===== src/rtl/tictactoe_pkg.sv =====
// Shared types and constants for the tic-tac-toe chip.
package tictactoe_pkg;

  localparam int unsigned NUM_SQUARES = 9;

  localparam logic [1:0] SQ_EMPTY = 2'b00;
  localparam logic [1:0] SQ_P1    = 2'b01;
  localparam logic [1:0] SQ_P2    = 2'b10;

  typedef enum logic [1:0] {IDLE, CHECK, WAIT_RELEASE} entry_state_t;
  typedef enum logic [1:0] {SCAN_NONE, SCAN_KEY, SCAN_MULTI} scan_kind_t;

  // Occupancy of square idx; constant-index loop keeps the part-select static.
  function automatic logic [1:0] squareAt(input logic [2*NUM_SQUARES-1:0] board,
                                          input logic [3:0] idx);
    logic [1:0] sq;
    sq = SQ_EMPTY;
    for (int i = 0; i < NUM_SQUARES; i++) begin
      if (idx == 4'(i)) sq = board[2*i +: 2];
    end
    return sq;
  endfunction

endpackage


===== src/rtl/keypad_move_entry_if.sv =====
// Keypad matrix and game-core move signals of the keypad entry stage.
interface keypad_move_entry_if;
  import tictactoe_pkg::*;

  logic [2:0]               rowSense;
  logic [2:0]               colDrive;
  logic [2*NUM_SQUARES-1:0] gBoard;
  logic                     moveEnable;
  logic [3:0]               playerInput;
  logic                     playerWrite;
  logic                     reject;

  modport master (
    output rowSense, gBoard, moveEnable,
    input  colDrive, playerInput, playerWrite, reject
  );

  modport slave (
    input  rowSense, gBoard, moveEnable,
    output colDrive, playerInput, playerWrite, reject
  );

endinterface


===== src/rtl/keypad_scanner.sv =====
// Column-strobing 3x3 keypad scanner; classifies each full scan as none, one key or several.
module keypad_scanner
  import tictactoe_pkg::*;
#(
  parameter int unsigned SCAN_CYCLES = 4
) (
  input  logic       ph1,
  input  logic       reset,
  input  logic [2:0] rowSense,
  output logic [2:0] colDrive,
  output logic       scanDone,
  output scan_kind_t scanKind,
  output logic [3:0] scanIdx
);

  localparam int unsigned SlotW = (SCAN_CYCLES > 1) ? $clog2(SCAN_CYCLES) : 1;

  logic [SlotW-1:0]       slotCnt;
  logic [1:0]             colIdx;
  logic [NUM_SQUARES-1:0] keysQ, keysD;
  logic [3:0]             hits;
  logic                   lastSlot;

  assign lastSlot = (slotCnt == SlotW'(SCAN_CYCLES - 1));
  assign colDrive = 3'b001 << colIdx;
  assign scanDone = lastSlot && (colIdx == 2'd2);

  // The col-2 sample is folded in combinationally so the result is ready in its sampling cycle.
  always_comb begin
    keysD = keysQ;
    if (lastSlot) begin
      for (int r = 0; r < 3; r++) begin
        for (int c = 0; c < 3; c++) begin
          if (colIdx == 2'(c)) keysD[r*3+c] = rowSense[r];
        end
      end
    end
  end

  always_comb begin
    hits    = 4'd0;
    scanIdx = 4'd0;
    for (int i = 0; i < NUM_SQUARES; i++) begin
      if (keysD[i]) begin
        hits    = hits + 4'd1;
        scanIdx = 4'(i);
      end
    end
    if (hits == 4'd0)      scanKind = SCAN_NONE;
    else if (hits == 4'd1) scanKind = SCAN_KEY;
    else                   scanKind = SCAN_MULTI;
  end

  always_ff @(posedge ph1) begin
    if (reset) begin
      slotCnt <= '0;
      colIdx  <= 2'd0;
      keysQ   <= '0;
    end else if (lastSlot) begin
      slotCnt <= '0;
      colIdx  <= (colIdx == 2'd2) ? 2'd0 : colIdx + 2'd1;
      keysQ   <= keysD;
    end else begin
      slotCnt <= slotCnt + SlotW'(1);
    end
  end

endmodule


===== src/rtl/keypad_move_entry.sv =====
// Keypad move entry: debounces scan results and turns each accepted press into one move or reject.
module keypad_move_entry
  import tictactoe_pkg::*;
#(
  parameter int unsigned SCAN_CYCLES    = 4,
  parameter int unsigned DEBOUNCE_SCANS = 3
) (
  input logic                ph1,
  input logic                reset,
  keypad_move_entry_if.slave io
);

  localparam int unsigned CntW = $clog2(DEBOUNCE_SCANS + 1);

  logic         scanDone;
  scan_kind_t   scanKind, effKind, lastKind;
  logic [3:0]   scanIdx, effIdx, lastIdx;
  logic [CntW-1:0] stableCnt, cntNext;
  logic         sameResult, debounced;

  entry_state_t stateQ, stateD;
  logic [3:0]   heldIdxQ, heldIdxD;
  logic [3:0]   inputQ, inputD;
  logic         writeQ, writeD;
  logic         rejectQ, rejectD;

  keypad_scanner #(
    .SCAN_CYCLES(SCAN_CYCLES)
  ) u_scanner (
    .ph1      (ph1),
    .reset    (reset),
    .rowSense (io.rowSense),
    .colDrive (io.colDrive),
    .scanDone (scanDone),
    .scanKind (scanKind),
    .scanIdx  (scanIdx)
  );

  // Multi-key scans debounce as "no key"; idx is zeroed so results compare cleanly.
  assign effKind    = (scanKind == SCAN_MULTI) ? SCAN_NONE : scanKind;
  assign effIdx     = (effKind == SCAN_KEY) ? scanIdx : 4'd0;
  assign sameResult = (effKind == lastKind) && (effIdx == lastIdx);

  always_comb begin
    if (!sameResult)                              cntNext = CntW'(1);
    else if (stableCnt == CntW'(DEBOUNCE_SCANS)) cntNext = stableCnt;
    else                                          cntNext = stableCnt + CntW'(1);
  end

  assign debounced = scanDone && (cntNext == CntW'(DEBOUNCE_SCANS));

  always_comb begin
    stateD   = stateQ;
    heldIdxD = heldIdxQ;
    inputD   = inputQ;
    writeD   = 1'b0;
    rejectD  = 1'b0;
    case (stateQ)
      IDLE: begin
        if (debounced && effKind == SCAN_KEY) begin
          stateD   = CHECK;
          heldIdxD = effIdx;
        end
      end
      CHECK: begin
        if (io.moveEnable && squareAt(io.gBoard, heldIdxQ) == SQ_EMPTY) begin
          writeD = 1'b1;
          inputD = heldIdxQ;
        end else begin
          rejectD = 1'b1;
        end
        stateD = WAIT_RELEASE;
      end
      WAIT_RELEASE: begin
        if (debounced && effKind == SCAN_NONE) stateD = IDLE;
      end
      default: stateD = IDLE;
    endcase
  end

  always_ff @(posedge ph1) begin
    if (reset) begin
      stateQ    <= IDLE;
      heldIdxQ  <= 4'd0;
      inputQ    <= 4'd0;
      writeQ    <= 1'b0;
      rejectQ   <= 1'b0;
      lastKind  <= SCAN_NONE;
      lastIdx   <= 4'd0;
      stableCnt <= '0;
    end else begin
      stateQ   <= stateD;
      heldIdxQ <= heldIdxD;
      inputQ   <= inputD;
      writeQ   <= writeD;
      rejectQ  <= rejectD;
      if (scanDone) begin
        lastKind  <= effKind;
        lastIdx   <= effIdx;
        stableCnt <= cntNext;
      end
    end
  end

  assign io.playerInput = inputQ;
  assign io.playerWrite = writeQ;
  assign io.reject      = rejectQ;

endmodule

===== src/flat_wrapper.sv =====
// flat-port wrapper written by rule: the top's interface ports become plain ports
module keypad_move_entry_flat import tictactoe_pkg::*;
#(
  parameter int unsigned SCAN_CYCLES    = 4,
  parameter int unsigned DEBOUNCE_SCANS = 3
)
  (ph1, reset, io_rowSense, io_gBoard, io_moveEnable, io_colDrive, io_playerInput, io_playerWrite, io_reject);
  keypad_move_entry_if io_i ();
  input logic ph1;
  input logic reset;
  input wire logic [$bits(io_i.rowSense)-1:0] io_rowSense;
  input wire logic [$bits(io_i.gBoard)-1:0] io_gBoard;
  input wire logic [$bits(io_i.moveEnable)-1:0] io_moveEnable;
  output wire logic [$bits(io_i.colDrive)-1:0] io_colDrive;
  output wire logic [$bits(io_i.playerInput)-1:0] io_playerInput;
  output wire logic [$bits(io_i.playerWrite)-1:0] io_playerWrite;
  output wire logic [$bits(io_i.reject)-1:0] io_reject;
  assign io_i.rowSense = io_rowSense;
  assign io_i.gBoard = io_gBoard;
  assign io_i.moveEnable = io_moveEnable;
  assign io_colDrive = io_i.colDrive;
  assign io_playerInput = io_i.playerInput;
  assign io_playerWrite = io_i.playerWrite;
  assign io_reject = io_i.reject;
  keypad_move_entry #(.SCAN_CYCLES(SCAN_CYCLES), .DEBOUNCE_SCANS(DEBOUNCE_SCANS)) u_core (.ph1(ph1), .reset(reset), .io(io_i));
endmodule

===== config.mk =====
export PLATFORM = sky130hd
export DESIGN_NAME = keypad_move_entry_flat
export DESIGN_NICKNAME = d
export VERILOG_FILES = /design/src/rtl/tictactoe_pkg.sv /design/src/rtl/keypad_move_entry_if.sv /design/src/rtl/keypad_scanner.sv /design/src/rtl/keypad_move_entry.sv /design/src/flat_wrapper.sv
export SDC_FILE = /design/constraint.sdc
export NUM_CORES = 1
export LEC_CHECK = 0
export CORE_ASPECT_RATIO = 0.9
export CORE_MARGIN = 2
export CORE_UTILIZATION = 32
export CTS_BUF_LIST = sky130_fd_sc_hd__clkbuf_4 sky130_fd_sc_hd__clkbuf_8
export CTS_CLUSTER_SIZE = 20
export DETAILED_ROUTE_END_ITERATION = 7
export MAX_ROUTING_LAYER = met4
export PLACE_DENSITY = 0.55
export SETUP_SLACK_MARGIN = 0.4
export SYNTH_ARGS = -nofsm -noshare
export SYNTH_HDL_FRONTEND = slang
export SYNTH_HIERARCHICAL = 1
export SYNTH_SLANG_ARGS = --single-unit

===== constraint.sdc =====
create_clock -name ph1 -period 11.2 [get_ports ph1]
set_clock_uncertainty 0.05 [all_clocks]
set_input_delay 2.24 -clock ph1 [delete_from_list [all_inputs] [get_ports ph1]]
set_output_delay 2.24 -clock ph1 [all_outputs]
set_load 0.1 [all_outputs]

==> results_dict.tcl <==
set metrics [dict create \
    status "finished, final reports clean" \
    cts-root-buf "clkbuf_8" \
    grt_pass1_wl_um 9290 \
    holdCritPathClass "reg2reg" \
    power.density_nw_per_um2 91.5 \
    cpMostUsedCell "ha_1" \
    synth-edff-count 0 \
    fin_crit_ns 8.73 \
    routabilityCongestion 0.812 \
    layout_commonest_cell "dfxtp_1" \
    yosys_warnings 6 \
    initial_core_util_pct 33.2 \
    crit_slowest_cell "clkdlybuf4s50_1" \
    drt_iter0_drc 92 \
    yosysSeqAreaShare_pct 26.2 \
    max_cap_viol_count 0 \
    grt_pass1_vias 2008 \
    grt_max_degree 30 \
    cts.clk_slew.worst_paths_ns 0.07 \
    finalHoldViolations 0 \
    via_count 2118 \
    maxSlewHeadroom_pct 34.0 \
    critPathKind "in2reg" \
    syn_nets 319 \
    nFillCells 782 \
    grtUsageTotal_pct 13.4 \
    htree_levels 2 \
    rsz0062_at_grt "false" \
    ctsResizeCount 0 \
    synth.distinct_cells 75 \
    post_cts_buffers 0 \
    syn_area_um2 2520 \
    yosys_most_used_dff "dfxtp_1" \
    ys_ff_latch 33 \
    grt_overflow 0 \
    clkSinkCount 33 \
    slew_viol_final 0 \
    whs_ns 0.386 \
    synthArstFlopShare_pct 0 \
    cts_hold_buf 0 \
    tightestPinTransition_ns 0.987 \
    drc 0 \
    insertion_delay_ns 0.27 \
    required_ns 11.32 \
    finalCritPeriodShare_pct 78.0 \
    clockBufferDepth 2 \
    final_cell_mix "dfxtp_1, clkdlybuf4s50_1, nand2_1, nor2_1, a21oi_1" \
    worst_setup_path_end_kind "register" \
    finalSetupViolCount 0 \
    rows 30 \
    cpPeakStageDelay_ns 0.63 \
    max_freq_mhz 114 \
    crit_path_start_kind "input port" \
    cts_buffers 5 \
    drt-total-wl_um 5450 \
    die_w_um 97.5 \
    synth_area_per_cell_um2 8.78 \
    avgRoutedWirePerCell_um 13.2 \
    antenna_left 0 \
    floorplan.io_pins 33 \
    cp_max_fo 9 \
    critical_path_arrival_ns 8.85 \
    synthCells 287 \
    multi_input_area_um2 1760 \
    irDropWorstVdd_v 0.0000434 \
    diodes 0 \
    dr.pass1.iters 4 \
    coreArea_um2 7580 \
    vias_per_cell 5.12 \
    seq_area_um2 661 \
    power_leakage_uw 0.00113 \
    final_cell_area_um2 3000 \
    die_area_um2 8600 \
    hpwl_um 4130 \
    grt_antenna_before_repair 0 \
    io_buffers 32 \
    syn_to_final_growth_pct 19.1 \
    drive_gt1_share_pct 13.2 \
    cts_tree "yes" \
    dpl_cell_area_um2 2910 \
    total_power_uw 274 \
    tns_ns 0 \
    die_h_um 88.2 \
    fin_nets 350 \
]
[area by class of cell]
class	count	share of cell area [%]
tap	96	4.00
multi-input combinational	236	58.8
clock buffer	7	3.00
inverter	8	1.00
timing repair buffer	34	11.2
sequential	33	22.0
[stage by stage]
stage	instances	utilization [%]	setup WS, ns
floorplan	287	-	3.31
CTS	414	39.6	2.48
detailed placement	407	38.4	2.21
finish	414	39.6	2.47
global placement	407	38.4	2.31
global route	414	39.6	1.89
[sequential cells by signal, summed over array words and instances (netlist names)]
signal,flops
u_core/heldIdxQ,4
u_core/io.playerWrite,1
u_core/io.reject,1
u_core/lastIdx,4
u_core/lastKind,2
u_core/io.playerInput,4
u_core/u_scanner/slotCnt,2
u_core/stateQ,2
u_core/u_scanner/colIdx,2
u_core/u_scanner/keysQ,9
u_core/stableCnt,2
[worst paths after layout]
check	cells after the start	to	slack, ns	startpoint
setup reg to reg	30	u_core/stableCnt[0]$_SDFFE_PP0P_	3.88	u_core/u_scanner/slotCnt[0]$_SDFF_PP0_
setup / recovery	29	u_core/stableCnt[0]$_SDFFE_PP0P_	2.47	io_rowSense[0]
hold / removal	1	u_core/u_scanner/slotCnt[0]$_SDFF_PP0_	0.39	u_core/u_scanner/slotCnt[0]$_SDFF_PP0_
hold reg to reg	1	u_core/u_scanner/slotCnt[0]$_SDFF_PP0_	0.39	u_core/u_scanner/slotCnt[0]$_SDFF_PP0_
[worst max-delay path, delay by kind of cell]
family / cells / cell delay [ns]
xor gates and xnor gates: 2 / 0.43
AOI/OAI and AO/OA: 4 / 1.09
adders and majority gates: 7 / 2.05
muxes: 3 / 0.37
and+or+nand+nor: 11 / 1.96
buffers and inverters: 2 / 0.70
[where the power goes]
group / leakage, uW / switching [uW] / internal [uW] / total [uW]
logic: 0.000813 / 35.4 / 27.0 / 62.4
registers: 0.000266 / 1.24 / 119 / 120
clock network: 0.0000477 / 40.5 / 51.2 / 91.7
total: 0.00113 / 77.2 / 197 / 274
[synthesized netlist by cell type, drive strengths merged, types with 3 or more instances]
cell type / number / area (um^2)
a21o: 3 / 22.5
a21oi: 21 / 113
a31oi: 3 / 18.8
and2: 3 / 20.0
and3: 4 / 28.8
buf: 6 / 50.0
clkbuf: 4 / 15.0
dfxtp: 33 / 661
ha: 8 / 100
inv: 7 / 26.3
mux2: 4 / 45.0
mux2i: 19 / 223
nand2: 29 / 111
nand2b: 12 / 82.6
nand3: 10 / 50.1
nand4: 6 / 37.5
nor2: 28 / 105
nor2b: 6 / 37.5
nor3: 8 / 45.0
nor3b: 3 / 38.8
nor4b: 4 / 41.3
o21ai: 11 / 55.1
or3: 4 / 35.0
xnor2: 9 / 113
xnor3: 3 / 68.8
xor2: 5 / 51.3
[routing by layer]
metal	global-route usage [%]	part of all wire [%]
met1	17.6	50
met5	-	0
met2	21.4	46
met4	2.78	0.62
met3	3.03	3.0
[kinds of logic after synthesis]
| group | share of synthesized area [%] |
|---|---|
| multiplexers | 10.6 |
| adder cells (fa/ha/maj) | 3.97 |
| AO/OA/AOI/OAI | 15.9 |
| AND/OR/NAND/NOR | 30.3 |
| buffers and inverters | 3.77 |
| XOR/XNOR | 9.24 |
| flip-flops | 26.2 |
(Power assumes the default switching activity.)
